### config.mk
export PLATFORM = sky130hd
export DESIGN_NAME = bbox_check_scoreboard
export DESIGN_NICKNAME = d
export VERILOG_FILES = /design/src/rtl/bbox_check_scoreboard.sv
export SDC_FILE = /design/constraint.sdc
export NUM_CORES = 1
export LEC_CHECK = 0
export ABC_AREA = 0
export CORE_AREA = 2 2 330 332
export DETAILED_ROUTE_END_ITERATION = 16
export DIE_AREA = 0 0 332 334
export HOLD_SLACK_MARGIN = 0.15
export SKIP_LAST_GASP = 1
export SYNTH_ARGS = -nofsm -noshare
export SYNTH_HDL_FRONTEND = slang
export SYNTH_SLANG_ARGS = --single-unit
### constraint.sdc
create_clock -name clk -period 143.4 [get_ports clk]
set_clock_uncertainty 0.15 [all_clocks]
set_input_delay 28.68 -clock clk [delete_from_list [all_inputs] [get_ports clk]]
set_output_delay 28.68 -clock clk [all_outputs]
set_load 0.05 [all_outputs]
### src/rtl/bbox_check_scoreboard.sv
// Scoreboard for the rasterizer bounding-box stage.
// Recomputes the expected box and valid/cull decision from the R10 triangle,
// delays it through a halt-aware reference pipeline, and compares it with the
// DUT's R13 outputs. Emits a one-cycle error pulse plus running counters.
//
// Valid semantics: validTri_R10H qualifies tri_R10S on any cycle where
// halt_RnnnnL = 1; validTri_R13H qualifies tri_R13S/box_R13S on the same kind
// of cycle. While halt_RnnnnL = 0 nothing is captured and nothing is compared.
module bbox_check_scoreboard #(
  parameter int SIGFIG     = 24,
  parameter int RADIX      = 10,
  parameter int VERTS      = 3,
  parameter int AXIS       = 3,
  parameter int COLORS     = 3,
  parameter int PIPE_DEPTH = 3
) (
  input  logic                     clk,
  input  logic                     rst,
  input  logic signed [SIGFIG-1:0] tri_R10S [VERTS][AXIS],
  input  logic                     validTri_R10H,
  input  logic signed [SIGFIG-1:0] tri_R13S [VERTS][AXIS],
  input  logic signed [SIGFIG-1:0] box_R13S [2][2],
  input  logic                     validTri_R13H,
  input  logic                     halt_RnnnnL,
  input  logic signed [SIGFIG-1:0] screen_RnnnnS [2],
  input  logic [3:0]               subSample_RnnnnU,
  output logic                     err_R13H,
  output logic [31:0]              check_count,
  output logic [31:0]              err_count
);

  localparam int LAST = PIPE_DEPTH - 1;

  // Colour channels travel alongside the triangle elsewhere in the pipe; here
  // they only have to be sane, and x/y must exist for a 2-D box.
  if (VERTS < 1 || AXIS < 2 || COLORS < 1 || PIPE_DEPTH < 1 || RADIX < 3) begin : g_bad_params
    $error("bbox_check_scoreboard: unsupported parameter set");
  end

  // Reference result for the current R10 triangle
  logic signed [SIGFIG-1:0] lo_x, lo_y, hi_x, hi_y;
  logic signed [SIGFIG-1:0] ll_x, ll_y, ur_x, ur_y;
  logic signed [SIGFIG-1:0] snap_mask;
  logic                     exp_valid;

  // Reference pipeline, stage 0 is the newest entry
  logic                     pipe_v   [PIPE_DEPTH];
  logic signed [SIGFIG-1:0] pipe_tri [PIPE_DEPTH][VERTS][AXIS];
  logic signed [SIGFIG-1:0] pipe_box [PIPE_DEPTH][2][2];

  logic data_diff;
  logic mismatch;
  logic compare_active;

  // Expected box: vertex extents, floored to the sample grid, clamped to screen
  always_comb begin
    lo_x = tri_R10S[0][0];
    hi_x = tri_R10S[0][0];
    lo_y = tri_R10S[0][1];
    hi_y = tri_R10S[0][1];
    for (int v = 1; v < VERTS; v++) begin
      if (tri_R10S[v][0] < lo_x) lo_x = tri_R10S[v][0];
      if (tri_R10S[v][0] > hi_x) hi_x = tri_R10S[v][0];
      if (tri_R10S[v][1] < lo_y) lo_y = tri_R10S[v][1];
      if (tri_R10S[v][1] > hi_y) hi_y = tri_R10S[v][1];
    end

    // Clearing low bits of a two's-complement value floors toward -inf.
    // Unknown grid codes fall back to one sample per pixel.
    snap_mask = '1;
    case (subSample_RnnnnU)
      4'b0100: snap_mask = snap_mask << (RADIX - 1);
      4'b0010: snap_mask = snap_mask << (RADIX - 2);
      4'b0001: snap_mask = snap_mask << (RADIX - 3);
      default: snap_mask = snap_mask << RADIX;
    endcase

    ll_x = lo_x & snap_mask;
    ll_y = lo_y & snap_mask;
    ur_x = hi_x & snap_mask;
    ur_y = hi_y & snap_mask;

    if (ll_x[SIGFIG-1]) ll_x = '0;
    if (ll_y[SIGFIG-1]) ll_y = '0;
    if (ur_x > screen_RnnnnS[0]) ur_x = screen_RnnnnS[0];
    if (ur_y > screen_RnnnnS[1]) ur_y = screen_RnnnnS[1];

    // An inverted box after clamping means nothing is on screen
    exp_valid = validTri_R10H && (ur_x >= ll_x) && (ur_y >= ll_y);
  end

  // Shift the reference pipeline only on unhalted cycles; data needs no reset
  always_ff @(posedge clk) begin
    if (rst) begin
      for (int s = 0; s < PIPE_DEPTH; s++) pipe_v[s] <= 1'b0;
    end else if (halt_RnnnnL) begin
      pipe_v[0]      <= exp_valid;
      pipe_box[0][0][0] <= ll_x;
      pipe_box[0][0][1] <= ll_y;
      pipe_box[0][1][0] <= ur_x;
      pipe_box[0][1][1] <= ur_y;
      for (int v = 0; v < VERTS; v++)
        for (int a = 0; a < AXIS; a++)
          pipe_tri[0][v][a] <= tri_R10S[v][a];
      for (int s = 1; s < PIPE_DEPTH; s++) begin
        pipe_v[s]   <= pipe_v[s-1];
        pipe_box[s] <= pipe_box[s-1];
        pipe_tri[s] <= pipe_tri[s-1];
      end
    end
  end

  // Compare the last reference stage with what the DUT presents at R13
  always_comb begin
    data_diff = 1'b0;
    for (int k = 0; k < 2; k++)
      for (int a = 0; a < 2; a++)
        if (box_R13S[k][a] != pipe_box[LAST][k][a]) data_diff = 1'b1;
    for (int v = 0; v < VERTS; v++)
      for (int a = 0; a < AXIS; a++)
        if (tri_R13S[v][a] != pipe_tri[LAST][v][a]) data_diff = 1'b1;
    // Box and triangle only matter when a valid triangle is expected
    mismatch       = pipe_v[LAST] ? (!validTri_R13H || data_diff) : validTri_R13H;
    compare_active = pipe_v[LAST] || validTri_R13H;
  end

  // Registered error pulse and saturating counters
  always_ff @(posedge clk) begin
    if (rst) begin
      err_R13H    <= 1'b0;
      check_count <= '0;
      err_count   <= '0;
    end else if (halt_RnnnnL) begin
      err_R13H <= mismatch;
      if (compare_active && (check_count != '1)) check_count <= check_count + 32'd1;
      if (mismatch && (err_count != '1))         err_count   <= err_count + 32'd1;
    end else begin
      err_R13H <= 1'b0;
    end
  end

endmodule

Word-level counts from Yosys, hierarchy flattened
Memory sizes are Yosys's and may differ from the RTL's.
Cells that the tools add are included.
{"block": "word_totals", "output_inout_bits": 65, "in_bits": 585, "mem_count": 3, "ff_bits": 65, "ramBits": 939}
{"block": "classes", "n_lt_le_gt_ge": 12, "bitwise_logic": 8, "reduce_logical": 10, "n_eq_ne": 18, "mux": 35, "add_sub_neg": 2}
{"name": "pipe_tri", "words": 3, "width": 216, "read_ports": 3, "rd_clocked_by_memory_dff": 0, "wr": 3, "line_no": "48", "source": "logic signed [SIGFIG-1:0] pipe_tri [PIPE_DEPTH][VERTS][AXIS];"}
{"name": "pipe_box", "words": 3, "width": 96, "read_ports": 3, "rd_clocked_by_memory_dff": 0, "wr": 3, "line_no": "49", "source": "logic signed [SIGFIG-1:0] pipe_box [PIPE_DEPTH][2][2];"}
{"name": "pipe_v", "words": 3, "width": 1, "read_ports": 3, "rd_clocked_by_memory_dff": 0, "wr": 3, "line_no": "47", "source": "logic pipe_v [PIPE_DEPTH];"}
{"cell": "$ne 24x24->1", "count": 13}
{"cell": "$mux 24", "count": 10}
{"cell": "$gt 24x24->1", "count": 6}
{"cell": "$and 24x24->24", "count": 4}
{"cell": "$lt 24x24->1", "count": 4}
{"cell": "$add 32x1->32 const B", "count": 2}
{"cell": "$ne 32x32->1 const B", "count": 2}
{"cell": "$ge 24x24->1", "count": 2}
{"cell": "$mux 23", "count": 2}
{"cell": "$pmux 10 s3", "count": 1}
{"cell": "$mux 1", "count": 22}
{"cell": "$eq 4x1->1 const B", "count": 1}
{"cell": "$eq 4x2->1 const B", "count": 1}
{"cell": "$eq 4x3->1 const B", "count": 1}
{"cell": "$logic_and 1x1->1", "count": 4}
{"cell": "$reduce_and 2->1", "count": 2}
{"cell": "$or 1x1->1", "count": 3}
{"cell": "$logic_or 1x1->1", "count": 2}
{"cell": "$reduce_or 2->1", "count": 1}
{"cell": "$logic_not 1->1", "count": 1}
{"cell": "$not 1->1", "count": 1}

Depth between registers and ports, before layout
Gate-level depths: netlist (run 1).
An unclocked memory read counts as a cell.
{"block": "logic_depth", "word_depth": 19, "mapped_depth": 43, "depth_no_buf": 38}

Worst setup path after synthesis (run 1)
Ideal clock, no wire load.
{"block": "synth_path", "path_kind": "input to register", "startpoint": "input port rst", "endpoint": "memory pipe_v[1][0], in the netlist pipe_v[0][1] (data pin)", "t_arrival_ns": 70.244, "slack_ns": 72.656, "setup_time_ns": 0.350, "stages": 2, "path_cell_list": "nor2b_1 and2_1"}
{"item": "from (decl)", "line_no": "18", "source": "input logic rst,"}
{"item": "to (decl)", "line_no": "47"}

==> results.ini, run 1 <==
[min_path]
min_path_type=flop to flop
holdPathStages=0
holdPathEnd=pipe_box[0][159]
min_from=pipe_box[0][63]

[clock_network]
cts_resized=0
cts.clk_slew.worst_paths_ns=0.07
clock-root-buffer=clkbuf_16
clkLatencyLatePin_ns=0.70
cts_hold_buf=0
htreeDepth=3
cts.path.max_buffers=3
cts_sinks=956
cts_made_buffers=101
cts_tree=done
cts_post_setup_buffers_inserted=0

[synth]
synth_edf_count=891
seq_area_frac_synth_pct=66.0
synth_commonest_cells=edfxtp_1 (891), inv_1 (245), ha_1 (210)
ys_warn_count=0
synth.distinct_cells=84
yosysMostFrequentCell=edfxtp_1
synth_top_area_share_pct=62.9
synthCells=3025
avgSynthCellArea_um2=14.1
synthesis.nets=3820
async_reset_ff_share_pct=0
synth_top_area_cell=edfxtp_1
synth_ff_type=edfxtp_1
syn-cell-area_mm2=0.0425
synth_area_leaders=edfxtp_1 (63%), ha_1 (6.2%), dfxtp_1 (3.1%)
ys_seq_elements=956

[critical_path]
crit_path_top_delay_cell=nand2_1
critPathKind=input port to flop
end_kind=flop
worst_ep_required_time_ns=143.66
r2r-end=err_count[8]
rr_worst_depth=9
crit_fanout=38
path_common_cell=ha_1
worstPathArrival_ns=38.85
slowest_delay_ns=0.65
r2r_start=pipe_box[0][233]
start_kind=input port
worst-r2r-setup-slack_ns=138.71

[timing]
fin_tns_setup_ns=0
fin_crit_ns=38.59
fin_crit_sh_pct=26.9
tightest_slew_ns=1.27
slew_headroom_pct=14.4
hold_viol=0
fmax_ghz=0.0259
finalMaxSlewViolations=0
rsz0062_at_grt=false
setup_viol=0

[cells_and_area]
design_area_mm2=0.0542
fin_cells=5273
seq_area_mm2=0.0281
drive_above_1_share_pct=8.03
fillCellCount=9410
syn_to_final_growth_pct=27.4
utilization_pct=50.3
fin_nets=4554
multi_input_area_mm2=0.0133

[route]
drc=0
wl_per_cell_um=30.1
dr.pass1.iters=5
via_count=28524
routed_wl_um=159000
vias_per_cell=5.41
drt_iter0_markers=2927
detail-route-antenna-nets=0

[die]
core_area_mm2=0.108
start_util_pct=39.5
die_w_um=332
die-area_mm2=0.111
io_pins=650
rows=121
die_h_um=334

[status]
status=finished clean

[place]
dp_cells=5070
io_buffers=649
placed_cell_area_mm2=0.0508
gp_congestion=0.960
dp_hpwl_um=129000

[global_route]
grt_remaining_overflow=0
grt_pass1_vias=27454
grt_pass1_wl_um=216000
grt_start_max_net_pins=87
antenna_found_initial=54
grt_usage_pct=28.1

[run]
cap_violations=0

[pwr]
power_density_mw_per_mm2=13.0
peakVddDrop_uv=10.6
p_leak_uw=0.0195

[critical path, delay by kind of cell]
kind / cells / cell delay, ns
and+or+nand+nor: 7 / 2.11
adders and majority gates: 4 / 1.37
buffers and inverters: 4 / 1.48
AOI/OAI and AO/OA: 17 / 4.28
muxes: 2 / 0.88
[placed cells by master, fill, tap and decap left out, types with 11 or more instances in the layout]
master | netlist | final
a21o_1 | 30 | 30
clkdlybuf4s50_1 | 0 | 648
a31o_2 | 27 | 27
a21oi_1 | 113 | 113
ha_1 | 210 | 210
nand2b_1 | 120 | 120
nor2b_1 | 94 | 92
a2111o_1 | 21 | 21
o22ai_1 | 29 | 29
o21ai_0 | 71 | 71
clkinv_2 | 0 | 21
xnor2_1 | 97 | 97
o2111ai_1 | 39 | 39
diode_2 | 0 | 13
and4_1 | 11 | 11
nor4_1 | 54 | 54
a31oi_1 | 30 | 30
mux2i_1 | 75 | 73
and3_1 | 29 | 29
mux2_2 | 48 | 48
nand3_1 | 44 | 44
nor2_1 | 102 | 101
inv_1 | 245 | 245
edfxtp_1 | 891 | 891
dfxtp_1 | 65 | 65
buf_4 | 4 | 35
clkinv_1 | 0 | 11
xor2_1 | 79 | 79
nor3_1 | 42 | 42
nand4_1 | 103 | 103
clkbuf_1 | 25 | 20
a2111oi_0 | 11 | 11
nand2_1 | 85 | 85
clkbuf_16 | 0 | 101
or3_1 | 18 | 18
nor3b_1 | 18 | 18
and2_1 | 18 | 18
[area by class of cell]
type                    count  share of cell area (%)
clock buffers             126                    4.93
diodes                     13                  0.0600
multi-input cells        1771                    24.6
clock inverters            64                    1.23
flip-flops and latches    956                    51.8
well taps                1414                    3.26
inverters                 245                    1.70
repair buffers            684                    12.5
[stage by stage]
| stage | power [µW] | setup slack, ns | hold slack (ns) |
|---|---|---|---|
| final | 704 | 104.81 | 0.253 |
| after global routing | 728 | 104.18 | 0.257 |
| after CTS | 709 | 104.96 | 0.248 |
| after detailed placement | 443 | 104.29 | 0.255 |
| after global placement | 443 | 104.45 | 0.250 |
| after floorplan | 405 | 72.66 | 0.250 |
[where the power goes]
part	switching (µW)	leakage, µW	internal, µW
registers	6.16	0.00882	322
clock network	114	0.00163	151
logic	64.5	0.00904	45.7
total	185	0.0195	519
[routing by layer]
metal  global-route usage (%)  vias to the layer above  share of wire (%)
li1                         -                    13055                  -
met2                     44.5                     1166                 45
met3                     7.10                      225                8.2
met4                     6.69                       66                2.3
met5                        0                        -               0.26
met1                     38.9                    14012                 44
[flip-flops by register name, indices dropped and copies added (netlist names)]
name / count
err_count: 32
pipe_box: 240
pipe_tri: 648
check_count: 32
err_R13H: 1
pipe_v: 3
[worst max path at each step]
stage | startpoint | to | slack, ns
final | tri_R10S[215] | pipe_v[0][0] | 104.81
after global routing | tri_R10S[215] | pipe_v[0][0] | 104.18
after CTS | tri_R10S[215] | pipe_v[0][0] | 104.96
after detailed placement | tri_R10S[215] | pipe_v[0][0] | 104.29
after global placement | tri_R10S[215] | pipe_v[0][0] | 104.45
after floorplan | rst | pipe_v[0][1] | 72.66
[logic make-up (layout without fill, tap and decap cells)]
logic type | after synthesis | in the layout | synth area share [%]
fa+ha+maj | 210 | 210 | 6.18
simple gates | 791 | 791 | 10.8
flops | 956 | 956 | 66.0
xor+xnor | 176 | 176 | 3.62
compound gates | 470 | 470 | 7.64
mux | 124 | 124 | 3.07
other cells | 0 | 13 | 0
buf+inv | 298 | 1119 | 2.76
No activity file was read; power rests on OpenSTA's default activity.
==> inputs of run 2 (changes only) <==
clock period = 34.8 ns   (was 143.4 ns; I/O delays follow)
==> results.ini, run 2 (same netlist as run 1, synthesis figures left out) <==
[global_route]
grt_usage_pct=28.3
antenna_found_initial=61
grt_pass1_vias=27530
grt_pass1_wl_um=217000
grt_remaining_overflow=0
grt_start_max_net_pins=169

[pwr]
swShare_pct=25.9
switchingPower_uw=765
p_leak_uw=0.0196
peakVddDrop_uv=40.9
p_int_uw=2190
seqPwrFrac_pct=45.9
power_density_mw_per_mm2=54.2
p_clk_share_pct=38.8
p_comb_share_pct=15.3

[status]
status=finished clean

[place]
gp_congestion=0.944
dp_slack_ns=16.52
dp_hpwl_um=129000
io_buffers=649

[route]
via_count=28673
routed_wl_um=159000
dr.pass1.iters=6
drc=0
vias_per_cell=5.43
wl_per_cell_um=30.2
drt_iter0_markers=2789
detail-route-antenna-nets=0

[die]
die-area_mm2=0.111
core_area_mm2=0.108
die_h_um=334
die_w_um=332
io_pins=650
rows=121
start_util_pct=39.5

[clock_network]
cts_sinks=956
cts_made_buffers=104
htreeDepth=3
cts_hold_buf=0
clkLatencyLatePin_ns=0.70
cts_tree=done
cts_resized=0
cts.path.max_buffers=3
clock-root-buffer=clkbuf_16
cts.clk_slew.worst_paths_ns=0.06
cts_post_setup_buffers_inserted=0

[critical_path]
start_kind=input port
worstPathArrival_ns=17.96
end_kind=flop
worst-r2r-setup-slack_ns=30.11
worst_ep_required_time_ns=35.07
slowest_delay_ns=0.91
crit_fanout=38
path_common_cell=ha_1
critPathKind=input port to flop
crit_path_top_delay_cell=a211o_1

[cells_and_area]
drive_above_1_share_pct=8.13
final_common_cell=edfxtp_1
top_regs=pipe_tri (648), pipe_box (240)
largest_reg_flops=648
final_cell_mix=edfxtp_1 (891), clkdlybuf4s50_1 (648), inv_1 (245)
fin_nets=4556
top_register=pipe_tri
syn_to_final_growth_pct=27.9

[timing]
tightest_slew_ns=1.31
fin_tns_setup_ns=0
fin_ws_ns=17.10
fin_hold_ws_ns=0.255
rsz0062_at_grt=false
slew_headroom_pct=12.1
hold_viol=0
finalMaxSlewViolations=0
fin_crit_ns=17.70
setup_viol=0
fin_crit_sh_pct=50.9
fmax_ghz=0.0565

[run]
cap_violations=0

[min_path]
min_path_type=flop to flop

==> run 2: per-stage QoR <==
| stage | power [µW] | cell area [µm²] | cells | utilization, % |
|---|---|---|---|---|
| after floorplan | 1640 | 42500 | 3025 | - |
| after global placement | 1820 | 50800 | 5069 | 47.2 |
| after detailed placement | 1820 | 50800 | 5069 | 47.2 |
| after CTS | 2970 | 54400 | 5263 | 50.5 |
| after global routing | 3060 | 54400 | 5268 | 50.5 |
| final | 2950 | 54400 | 5276 | 50.5 |
==> run 2: power by group through the flow <==
| stage | sequential (µW) | clock (µW) | combinational, µW |
|---|---|---|---|
| after floorplan | 1400 | 0 | 242 |
| after global placement | 1380 | 0 | 447 |
| after detailed placement | 1380 | 0 | 447 |
| after CTS | 1350 | 1170 | 450 |
| after global routing | 1360 | 1210 | 490 |
| final | 1350 | 1150 | 452 |
==> run 2: area by class of cell <==
type	instances	area, µm²
flip-flops and latches	956	28100
well taps	1414	1770
repair buffers	683	6760
inverters	245	920
clock buffers	116	2650
diodes	13	32.5
fillers	9401	53400
clock inverters	78	905
multi-input cells	1771	13300
==> run 2: layer usage <==
layer	share of wire [%]	GRT usage, %	up-vias
li1	-	-	13056
met1	43	38.7	14111
met2	45	44.1	1190
met3	8.9	8.48	242
met4	2.6	7.19	74
met5	0.30	0	-
==> run 2: final timing paths <==
path / from / end / cells after the start
worst min-delay path: pipe_box[0][115] / pipe_box[0][211] / 0
worst max register to register: pipe_box[0][233] / err_count[13] / 10
worst max-delay path: tri_R10S[215] / pipe_v[0][0] / 33
worst min register to register: pipe_box[0][115] / pipe_box[0][211] / 0
==> run 2: worst max-delay path, delay by kind of cell <==
family / cells / cell delay [ns]
muxes: 2 / 1.08
buffers and inverters: 3 / 1.15
and+or+nand+nor: 8 / 2.16
adders and majority gates: 4 / 1.47
AOI/OAI and AO/OA: 16 / 5.12
